`src/rtl/cpu_control_unit.sv`:
```
// Multicycle Moore control unit for the 16-bit CPU: owns PC/IR and sequences RF, data memory and ALU.
// Build option: define CU_ILLEGAL_OP_HALT_EN to halt on undefined opcodes instead of treating them as NOOP.
module cpu_control_unit #(
    parameter int PC_W     = 7,
    parameter int D_ADDR_W = 8
) (
    input  logic                clk,
    input  logic                rst_n,
    input  logic                start,
    input  logic [15:0]         instr,
    output logic [PC_W-1:0]     pc_addr,
    output logic [D_ADDR_W-1:0] d_addr,
    output logic                d_wr,
    output logic                rf_sel,
    output logic                rf_w_en,
    output logic [3:0]          rf_w_addr,
    output logic [3:0]          rf_ra_addr,
    output logic [3:0]          rf_rb_addr,
    output logic [1:0]          alu_sel,
    output logic                halted,
    output logic [3:0]          state
);

    typedef enum logic [3:0] {
        S_INIT   = 4'd0,
        S_FETCH  = 4'd1,
        S_DECODE = 4'd2,
        S_NOOP   = 4'd3,
        S_LOAD_A = 4'd4,
        S_LOAD_B = 4'd5,
        S_STORE  = 4'd6,
        S_ADD    = 4'd7,
        S_SUB    = 4'd8,
        S_HALT   = 4'd9
    } state_t;

    typedef struct packed {
        logic [D_ADDR_W-1:0] d_addr;
        logic                d_wr;
        logic                rf_sel;
        logic                rf_w_en;
        logic [3:0]          w_addr;
        logic [3:0]          ra_addr;
        logic [3:0]          rb_addr;
        logic [1:0]          alu_sel;
        logic                halted;
    } ctl_t;

    state_t          r_state;
    state_t          w_next;
    logic [PC_W-1:0] r_pc;
    logic [15:0]     r_ir;
    ctl_t            r_ctl;

    // Control word presented while sitting in state s with instruction ir.
    function automatic ctl_t ctl_for(input state_t s, input logic [15:0] ir);
        ctl_t c;
        c = '0;
        case (s)
            S_STORE: begin
                c.d_addr  = ir[D_ADDR_W-1:0];
                c.ra_addr = ir[11:8];
                c.d_wr    = 1'b1;
            end
            S_LOAD_A: c.d_addr = ir[D_ADDR_W-1:0];
            S_LOAD_B: begin
                c.d_addr  = ir[D_ADDR_W-1:0];
                c.w_addr  = ir[11:8];
                c.rf_w_en = 1'b1;
            end
            S_ADD, S_SUB: begin
                c.ra_addr = ir[11:8];
                c.rb_addr = ir[7:4];
                c.w_addr  = ir[3:0];
                c.rf_sel  = 1'b1;
                c.rf_w_en = 1'b1;
                c.alu_sel = (s == S_ADD) ? 2'b01 : 2'b10;
            end
            S_HALT:  c.halted = 1'b1;
            default: c = '0;
        endcase
        return c;
    endfunction

    always_comb begin
        w_next = r_state;
        case (r_state)
            S_INIT:   w_next = start ? S_FETCH : S_INIT;
            S_FETCH:  w_next = S_DECODE;
            S_DECODE: begin
                case (r_ir[15:12])
                    4'h0:    w_next = S_NOOP;
                    4'h1:    w_next = S_STORE;
                    4'h2:    w_next = S_LOAD_A;
                    4'h3:    w_next = S_ADD;
                    4'h4:    w_next = S_SUB;
                    4'h5:    w_next = S_HALT;
`ifdef CU_ILLEGAL_OP_HALT_EN
                    default: w_next = S_HALT;
`else
                    default: w_next = S_NOOP;
`endif
                endcase
            end
            S_LOAD_A: w_next = S_LOAD_B;
            S_HALT:   w_next = S_HALT;
            default:  w_next = S_FETCH;
        endcase
    end

    // Outputs are registered from the next state so they are glitch-free yet still
    // a pure function of (state, IR); IR is only reloaded on the way into DECODE,
    // where every control output is zero anyway.
    always_ff @(posedge clk or negedge rst_n) begin
        if (!rst_n) begin
            r_state <= S_INIT;
            r_pc    <= '0;
            r_ir    <= '0;
            r_ctl   <= '0;
        end else begin
            r_state <= w_next;
            r_ctl   <= ctl_for(w_next, r_ir);
            if (r_state == S_FETCH) begin
                r_ir <= instr;
                r_pc <= r_pc + PC_W'(1);
            end
        end
    end

    assign pc_addr    = r_pc;
    assign d_addr     = r_ctl.d_addr;
    assign d_wr       = r_ctl.d_wr;
    assign rf_sel     = r_ctl.rf_sel;
    assign rf_w_en    = r_ctl.rf_w_en;
    assign rf_w_addr  = r_ctl.w_addr;
    assign rf_ra_addr = r_ctl.ra_addr;
    assign rf_rb_addr = r_ctl.rb_addr;
    assign alu_sel    = r_ctl.alu_sel;
    assign halted     = r_ctl.halted;
    assign state      = r_state;

endmodule

```
`config.mk`:
```
export PLATFORM = sky130hd
export DESIGN_NAME = cpu_control_unit
export DESIGN_NICKNAME = d
export VERILOG_FILES = /design/src/rtl/cpu_control_unit.sv
export SDC_FILE = /design/constraint.sdc
export NUM_CORES = 1
export LEC_CHECK = 0
export ABC_CLOCK_PERIOD_IN_PS = 5100
export BUFFER_PORTS_ARGS = -buffer_cell sky130_fd_sc_hd__buf_2
export CAP_MARGIN = 20
export CORE_ASPECT_RATIO = 1.75
export CORE_UTILIZATION = 56
export DETAILED_ROUTE_END_ITERATION = 10
export GPL_TIMING_DRIVEN = 0
export PLACE_DENSITY_LB_ADDON = 0.05
export SYNTH_ARGS = -nofsm -noshare
export SYNTH_HDL_FRONTEND = slang
export SYNTH_SLANG_ARGS = --single-unit
```
`constraint.sdc`:
```
create_clock -name clk -period 5.1 [get_ports clk]
set_clock_uncertainty 0.15 [all_clocks]
set_input_delay 0.51 -clock clk [delete_from_list [all_inputs] [get_ports clk]]
set_output_delay 0.51 -clock clk [all_outputs]
set_load 0.03 [all_outputs]
```
==> flow_summary.yaml, run 1 <==
clocking:
  cts.path.max_buffers: 2
  cts_tree: "done"
  clock_latency_ns: 0.31
  ctsHoldBuffers: 0
  ctsResizeCount: 0
  cts.htree.levels: 2
  post_cts_buffers: 0
  cts_root_buf: "clkbuf_8"
  cts_made_buffers: 5
  clk_pin_slew_ns: 0.10
  numClockSinks: 53
sta:
  setup_tns_ns: 0
  timing.fmax_mhz: 456
  rsz0062_at_grt: "false"
  period_needed_ns: 2.19
  maxSlewHeadroom: 0.346
  setup_slack_ns: 2.91
  worstMarginPinSlew_ns: 0.974
  final-hold-violation-count: 0
  setup_viol: 0
  slew_viol_final: 0
  finalCritPeriodShare: 0.430
final_layout:
  stdcell_count: 282
  antenna_cells: 0
  multi_input_area_um2: 816
  drive_gt1_frac: 0.419
  fill_cells: 304
  area_growth_pct: 20.6
  final-seq-area_mm2: 0.00133
  final_common_cell: "buf_2"
  layout_common_cells: "buf_2 (58), dfrtp_1 (53), nand2_1 (21)"
  fin_util: 0.716
  design_area_mm2: 0.00265
  final_nets: 255
critical_path:
  max_stage_delay_ns: 0.83
  worstSetupEndpoint: "d_addr[5]"
  crit_family: "compound AO/OA/AOI/OAI gates"
  r2r_start: "state[1]"
  crit_chain: "buf_2, nor2_1, a22oi_1, a211oi_1, nor2_1"
  cp-startpoint: "state[1]"
  cp.arrival_ns: 2.20
  cp-start-kind: "flop"
  rrSetupSlack_ns: 2.91
  rr_worst_depth: 5
  r2r_end: "d_addr[5]"
  critPathKind: "reg2reg"
  critPathMaxFanout: 10
  worst-path-buf-inv: 1
  path_common_cell: "nor2_1"
  cp_slowest_cell: "a211oi_1"
  required_ns: 5.11
  cp.depth: 5
  end_kind: "flop"
logic_synthesis:
  synth-edff-count: 0
  synthesis.area_mm2: 0.00220
  post_synth_inst_count: 171
  syn-mean-instance-area_um2: 12.9
  ys_ff_latch: 53
  synth.top_cell.area_share: 0.603
  yosysUniqueCellTypes: 44
  yosysSeqAreaShare: 0.603
  yosys_most_used_dff: "dfrtp_1"
  synth_nets: 191
  yosys_warnings: 0
  ys_async_sr_fraction: 1.00
  yosysTopAreaCell: "dfrtp_1"
  synth_area_leaders: "dfrtp_1 (60%), mux2_2 (6.7%), nand2_1 (3.6%), xnor2_1 (2.4%), o211ai_2 (2.3%)"
pwr:
  combPwrFrac: 0.434
  total_leakage_power_nw: 1.38
  p_per_area_mw_per_mm2: 594
  p_int_w: 0.000910
  seqPwrFrac: 0.418
  switching_share: 0.422
  p_sw_w: 0.000664
  p_clk_frac: 0.148
  worst_ir_drop_vdd_uv: 437
place:
  dp_hpwl_mm: 3.16
  post-place-cells: 272
  io_buffer_count: 55
  placed_area_mm2: 0.00253
  pre_cts_ws_ns: 2.95
  place_congestion: 0.800
min_path:
  hold_class: "in2reg"
  whs_path_depth: 3
route:
  num_vias: 1537
  drtAntennaViolNets: 0
  wl_per_cell_um: 15.3
  dr.first_iter.drc_count: 26
  firstDrtPassIters: 4
  viasPerCell: 5.45
  drt_drc_violations_left: 0
  wl_mm: 4.31
global_routing:
  grt_overflow: 0
  gr-usage-all-layers: 0.234
  grt_pass1_wl_mm: 7.27
  grt_start_max_net_pins: 54
  antenna_found_initial: 0
  grt_pass1_vias: 1563
die:
  fp.dieW_um: 49.4
  initial_core_util: 0.594
  die-area_mm2: 0.00419
  coreArea_mm2: 0.00370
  ios: 56
  die_height_um: 84.9
  num_rows: 29
flow_run:
  maxCapViolCount: 0
status:
  status: "finished clean"
## worst min-delay path, cell delays in order
cell	delay [ns]
buf_2	0.07
nand2_1	0.03
o21ai_0	0.06
## flip-flops by register name (all words and copies together), names as in the netlist, 2 cells and up
signal,count
d_addr,8
state,4
rf_w_addr,4
pc_addr,7
alu_sel,2
rf_rb_addr,4
r_ir,16
rf_ra_addr,4
## final cells by class
class / instances / area share
sequential: 53 / 0.500
clock buffer: 5 / 0.0260
timing repair buffer: 57 / 0.115
multi-input combinational: 106 / 0.308
clock inverter: 3 / 0.00802
buffer: 5 / 0.0113
tap: 46 / 0.0217
inverter: 7 / 0.00991
## cell families (layout without fill, tap and decap cells)
| group | count (synthesis) | in the layout | share of synthesized area |
|---|---|---|---|
| adder cells (fa/ha/maj) | 1 | 1 | 0.00569 |
| multiplexers | 13 | 13 | 0.0666 |
| flip-flops | 53 | 53 | 0.603 |
| buffers and inverters | 12 | 77 | 0.0256 |
| AND/OR/NAND/NOR | 55 | 55 | 0.143 |
| XOR/XNOR | 7 | 7 | 0.0279 |
| AO/OA/AOI/OAI | 30 | 30 | 0.127 |
## synthesized netlist by cell type (all sizes together) (2+ instances only)
master	number
dfrtp	53
nand2	21
mux2	13
nor2	12
o211ai	9
a21boi	8
inv	7
xnor2	6
o21ai	5
buf	4
nand4	3
nor4b	3
nand3	2
or2	2
or3b	2
## through the flow
stage | hold slack (ns) | power (W)
after floorplan | 0.0644 | 0.00116
after global placement | 0.307 | 0.00132
after detailed placement | 0.318 | 0.00135
after CTS | 0.261 | 0.00158
after global routing | 0.262 | 0.00167
final | 0.260 | 0.00157
## how the worst min path moves through the flow
stage / from / slack, ns / to
6_report: instr[1] / 0.26 / r_ir[1]
5_1_grt: instr[3] / 0.26 / r_ir[3]
4_1_cts: instr[1] / 0.26 / r_ir[1]
3_5_place_dp: pc_addr[6] / 0.32 / pc_addr[6]
3_3_place_gp: pc_addr[6] / 0.31 / pc_addr[6]
2_1_floorplan: rst_n / 0.06 / alu_sel[0]
## metal layers
| layer | vias up | track usage | share of wire |
|---|---|---|---|
| li1 | 725 | - | - |
| met2 | 54 | 0.423 | 0.56 |
| met3 | 10 | 0.0376 | 0.041 |
| met4 | 0 | 0.107 | 0.025 |
| met5 | - | 0 | 0 |
| met1 | 748 | 0.263 | 0.38 |
## power groups by stage
stage,clock [W],combinational (W),sequential [W]
2_1_floorplan,0,0.000400,0.000761
3_3_place_gp,0,0.000664,0.000658
3_5_place_dp,0,0.000683,0.000666
4_1_cts,0.000240,0.000685,0.000657
5_1_grt,0.000253,0.000745,0.000676
6_report,0.000233,0.000684,0.000658
(Power assumes the default switching activity.)
==> run 2, diff against run 1 <==
ABC_CLOCK_PERIOD_IN_PS = 1900   (was 5100)
CORE_UTILIZATION = 47   (was 56)
clock period = 1.9 ns   (was 5.1 ns; I/O delays follow)
==> run 2 against run 1 <==
  * The run now ends with setup timing left
  * Highest routed layer unchanged
  * First-iteration DRC count is 54% lower
  * Largest cell class unchanged
  * Global-route usage is 1.4 points lower
  * Count of clock-buffer cells in the layout grew 1
  * Critical path depth stayed put
  * Routed wire length rose by 17%
  * Setup slack got worse by 3.0 ns
  * Sequential power rose to 2.7 times the previous value
  * Clock power grew to 2.9 times the previous value
  * Fmax grew 11%
  * Critical endpoint is now rf_w_addr[1]
==> flow_summary.yaml, run 2 (same netlist as run 1, synthesis figures left out) <==
place:
  placed_area_mm2: 0.00255
  io_buffer_count: 55
  pre_cts_ws_ns: -0.242
  place_congestion: 0.830
  dp_hpwl_mm: 3.19
  post-place-cells: 277
route:
  viasPerCell: 5.26
  num_vias: 1682
  dr.first_iter.drc_count: 12
  drt_drc_violations_left: 0
  drtAntennaViolNets: 0
  wl_per_cell_um: 15.8
  wl_mm: 5.05
  firstDrtPassIters: 3
min_path:
  whs_endpoint: "state[0]"
  whs_path_depth: 3
  hold_class: "in2reg"
  holdCritStartpoint: "start"
clocking:
  cts_root_buf: "clkbuf_8"
  cts.path.max_buffers: 2
  numClockSinks: 53
  cts_made_buffers: 5
  cts_tree: "done"
  clock_latency_ns: 0.31
  cts.htree.levels: 2
  clk_pin_slew_ns: 0.10
final_layout:
  antenna_cells: 0
  drive_gt1_frac: 0.506
  largest-register: "r_ir"
  final_nets: 288
  largest_register_ffs: 16
  area_growth_pct: 40.4
  design_area_mm2: 0.00309
  stdcell_count: 320
  final_common_cell: "buf_2"
  fin_util: 0.694
  layout_common_cells: "buf_2 (55), dfrtp_1 (47), nand2_1 (21)"
global_routing:
  use_met1: 0.241
  grt_start_max_net_pins: 54
  busiest_layer: "met2"
  grt_pass1_vias: 1772
  grt_pass1_wl_mm: 7.92
  gr-usage-all-layers: 0.220
  grtUsageMet3: 0.0378
  grt_use_met2: 0.387
  antenna_found_initial: 0
  grt_overflow: 0
critical_path:
  max_stage_delay_ns: 0.60
  end_kind: "flop"
  rr_worst_depth: 5
  cp-start-kind: "flop"
  r2r_end: "rf_w_addr[1]"
  rrSetupSlack_ns: -0.08
  required_ns: 1.99
  worst-path-buf-inv: 1
  crit_family: "simple AND/OR/NAND/NOR gates"
  r2r_start: "state[2]"
  critPathKind: "reg2reg"
  cp_slowest_cell: "or4_4"
  cp.arrival_ns: 2.07
  crit_chain: "or4_4, o31ai_4, nand3_4, buf_8, o211ai_2"
  cp.depth: 5
  critPathMaxFanout: 10
die:
  fp.dieW_um: 53.7
  coreArea_mm2: 0.00444
  initial_core_util: 0.495
  num_rows: 32
  die-area_mm2: 0.00497
  ios: 56
  die_height_um: 92.5
pwr:
  worst_ir_drop_vdd_uv: 1260
  p_per_area_mw_per_mm2: 1570
  total_leakage_power_nw: 1.56
sta:
  finalCritPeriodShare: 1.04
  timing.fmax_mhz: 505
  period_needed_ns: 1.98
  setup_slack_ns: -0.0813
  rsz0062_at_grt: "true"
  final-hold-violation-count: 0
  slew_viol_final: 0
  setup_viol: 13
  worstMarginPinSlew_ns: 0.714
  setup_tns_ns: -0.617
  maxSlewHeadroom: 0.517
flow_run:
  maxCapViolCount: 0
status:
  violations: "setup timing"
  status: "finished, violations left"
[run 2: changes by cell type in the layout (fill, tap and decap cells not counted), sizes merged]
cell and change:
buf +17, dlygate4sd3 +16, clkbuf +1, clkinv +1, clkinvlp -1, inv -1
[run 2: layout make-up]
cell class / instances / area, µm²
plain buffers: 5 / 50.0
clock buffers: 6 / 82.6
clock inverters: 2 / 13.8
fillers: 338 / 1360
inverters: 7 / 26.3
multi-input cells: 106 / 915
flip-flops and latches: 53 / 1330
well taps: 51 / 63.8
repair buffers: 90 / 601
[run 2: what timing repair did]
item / CTS / global route
pin swaps: 4 / 10
endpoints found under the setup margin: 43 / 26
hold buffers: 17 / 0
gates resized for setup: 14 / 21
setup buffers: 9 / 8
hold endpoints to repair: 69 / 0
[run 2: worst max path at each step]
stage                               end  slack [ns]  startpoint
after floorplan           rf_ra_addr[1]       -0.06    state[3]
after global placement          r_ir[7]       -0.20    state[1]
after detailed placement       r_ir[13]       -0.24    state[1]
after CTS                  rf_w_addr[1]       -0.12    state[3]
after global routing      rf_ra_addr[2]       -0.14    state[2]
final                      rf_w_addr[1]       -0.08    state[2]
[run 2: worst register-to-register path, delay by kind of cell, from the launching register on]
family / cells / cell delay [ns]
AOI/OAI and AO/OA: 2 / 0.41
and+or+nand+nor: 2 / 0.74
DFF: 1 / 0.43
buffers and inverters: 1 / 0.19
[run 2: layer usage]
layer	wire [µm]	vias up
li1	-	789
met1	1870	837
met3	126	12
met4	151	0
met2	2910	44
met5	0	-
[run 2: power breakdown]
| part | internal [W] | switching (W) |
|---|---|---|
| clock network | 0.000296 | 0.000379 |
| registers | 0.00148 | 0.000302 |
| logic | 0.00106 | 0.00132 |
[run 2: stage by stage]
stage                     total power, W  hold WS, ns
final                            0.00484       0.0692
after global routing             0.00511       0.0692
after CTS                        0.00451       0.0513
after detailed placement         0.00365        0.264
after global placement           0.00358        0.246
after floorplan                  0.00314       -0.256
==> run 3, diff against run 2 <==
CELL_PAD_IN_SITES_DETAIL_PLACEMENT = 1   (was default)
CELL_PAD_IN_SITES_GLOBAL_PLACEMENT = 1   (was default)
CORE_UTILIZATION = 37   (was 47)
==> run 3 against run 2 <==
  * The run still ends with setup timing left
  * Critical endpoint is now rf_w_addr[2]
  * Non-clock buffer count increased by 7
  * Final cell count increased by 10%
  * Critical path type unchanged
  * Register-to-register slack got worse by 0.03 ns
  * Utilization decreased by 12 points
==> flow_summary.yaml, run 3 (same netlist as run 1, synthesis figures left out) <==
route:
  wl_mm: 5.81
  firstDrtPassIters: 4
  viasPerCell: 4.87
  num_vias: 1715
  drt_drc_violations_left: 0
  dr.first_iter.drc_count: 67
  wl_per_cell_um: 16.5
  drtAntennaViolNets: 0
clocking:
  cts_made_buffers: 5
  clk_pin_slew_ns: 0.09
  cts_root_buf: "clkbuf_8"
  cts.path.max_buffers: 2
  clock_latency_ns: 0.30
  cts.htree.levels: 2
  numClockSinks: 53
  cts_tree: "done"
critical_path:
  cp.arrival_ns: 2.09
  critPathMaxFanout: 10
  end_kind: "flop"
  required_ns: 1.97
  critPathKind: "reg2reg"
  cp-start-kind: "flop"
sta:
  maxSlewHeadroom: 0.463
  final-hold-violation-count: 0
  setup_tns_ns: -1.52
  slew_viol_final: 0
  setup_slack_ns: -0.115
  rsz0062_at_grt: "true"
  period_needed_ns: 2.01
  finalCritPeriodShare: 1.06
  timing.fmax_mhz: 496
  worstMarginPinSlew_ns: 0.795
  setup_viol: 23
min_path:
  hold_class: "in2reg"
die:
  fp.dieW_um: 60.3
  ios: 56
  die_height_um: 104
  coreArea_mm2: 0.00563
  initial_core_util: 0.390
  die-area_mm2: 0.00627
  num_rows: 36
final_layout:
  antenna_cells: 0
  fill_cells: 596
  multi_input_area_um2: 922
  layout_common_cells: "buf_2 (55), dfrtp_1 (48), nand2_1 (21)"
  largest_register_ffs: 16
  final_nets: 295
  design_area_mm2: 0.00322
  final-seq-area_mm2: 0.00133
  drive_gt1_frac: 0.504
  stdcell_count: 352
  largest-register: "r_ir"
  final_common_cell: "buf_2"
  area_growth_pct: 46.6
global_routing:
  grt_overflow: 0
  grt_pass1_wl_mm: 9.15
  grt_pass1_vias: 1791
  antenna_found_initial: 0
  grt_start_max_net_pins: 37
  gr-usage-all-layers: 0.198
pwr:
  p_per_area_mw_per_mm2: 1630
  total_leakage_power_nw: 1.61
  p_total_w: 0.00526
  worst_ir_drop_vdd_uv: 1010
place:
  place_congestion: 0.802
  io_buffer_count: 55
  dp_hpwl_mm: 3.90
  post-place-cells: 303
  placed_area_mm2: 0.00260
status:
  violations: "setup timing"
  status: "finished, violations left"
flow_run:
  maxCapViolCount: 0
-- run 3: changes by cell type in the layout (fill, tap and decap cells not counted), sizes merged --
cell and delta:
buf +7, clkinv -2, bufinv +1, clkbuf +1
-- run 3: worst max-delay path, cell delays in order, from the launching register on --
cell and delay (ns):
dfrtp_2 0.42, or4_4 0.59, o31ai_4 0.30, nand3_4 0.14, buf_8 0.18, o211ai_2 0.15
-- run 3: area by class of cell --
| class | instances | share of cell area |
|---|---|---|
| well taps | 76 | 0.0295 |
| inverters | 7 | 0.00816 |
| clock inverters | 1 | 0.00932 |
| plain buffers | 5 | 0.0163 |
| repair buffers | 97 | 0.210 |
| multi-input cells | 106 | 0.286 |
| clock buffers | 7 | 0.0268 |
| flip-flops and latches | 53 | 0.414 |
-- run 3: stage by stage --
stage,hold WS [ns],util,setup WS [ns]
2_1_floorplan,-0.256,-,-0.0580
3_3_place_gp,0.247,0.458,-0.403
3_5_place_dp,0.00808,0.462,-0.445
4_1_cts,0.0600,0.538,-0.134
5_1_grt,0.102,0.572,-0.212
6_report,0.0931,0.572,-0.115
-- run 3: final timing paths --
path	startpoint	end	slack (ns)	cells past startpoint
min reg2reg	pc_addr[6]	pc_addr[6]	0.33	1
max	state[3]	rf_w_addr[2]	-0.11	5
max in group asynchronous	rst_n	state[2]	0.84	3
min	start	state[0]	0.09	3
max reg2reg	state[3]	rf_w_addr[2]	-0.11	5
min in group asynchronous	rst_n	d_wr	0.22	2
-- run 3: layer usage --
layer  wire length, µm  up-vias  track usage  share of wire
met1              2220      861        0.235           0.38
met3               169        7       0.0299          0.029
met4                89        0       0.0498          0.015
li1                  -      806            -              -
met2              3330       41        0.355           0.57
met5                 0        -            0              0
-- run 3: report_power, final --
part           total (W)  leakage, nW  internal [W]  switching (W)
Sequential       0.00178        0.682       0.00148       0.000303
Clock           0.000777       0.0585      0.000430       0.000348
Combinational    0.00270        0.867       0.00126        0.00144
-- run 3: timing repair --
item                       CTS  global route
resized for setup           11            26
hold endpoints to repair    33             0
setup buffers               13            12
pin swaps                    7             8
hold buffers                17             0
setup endpoints to repair   49            40
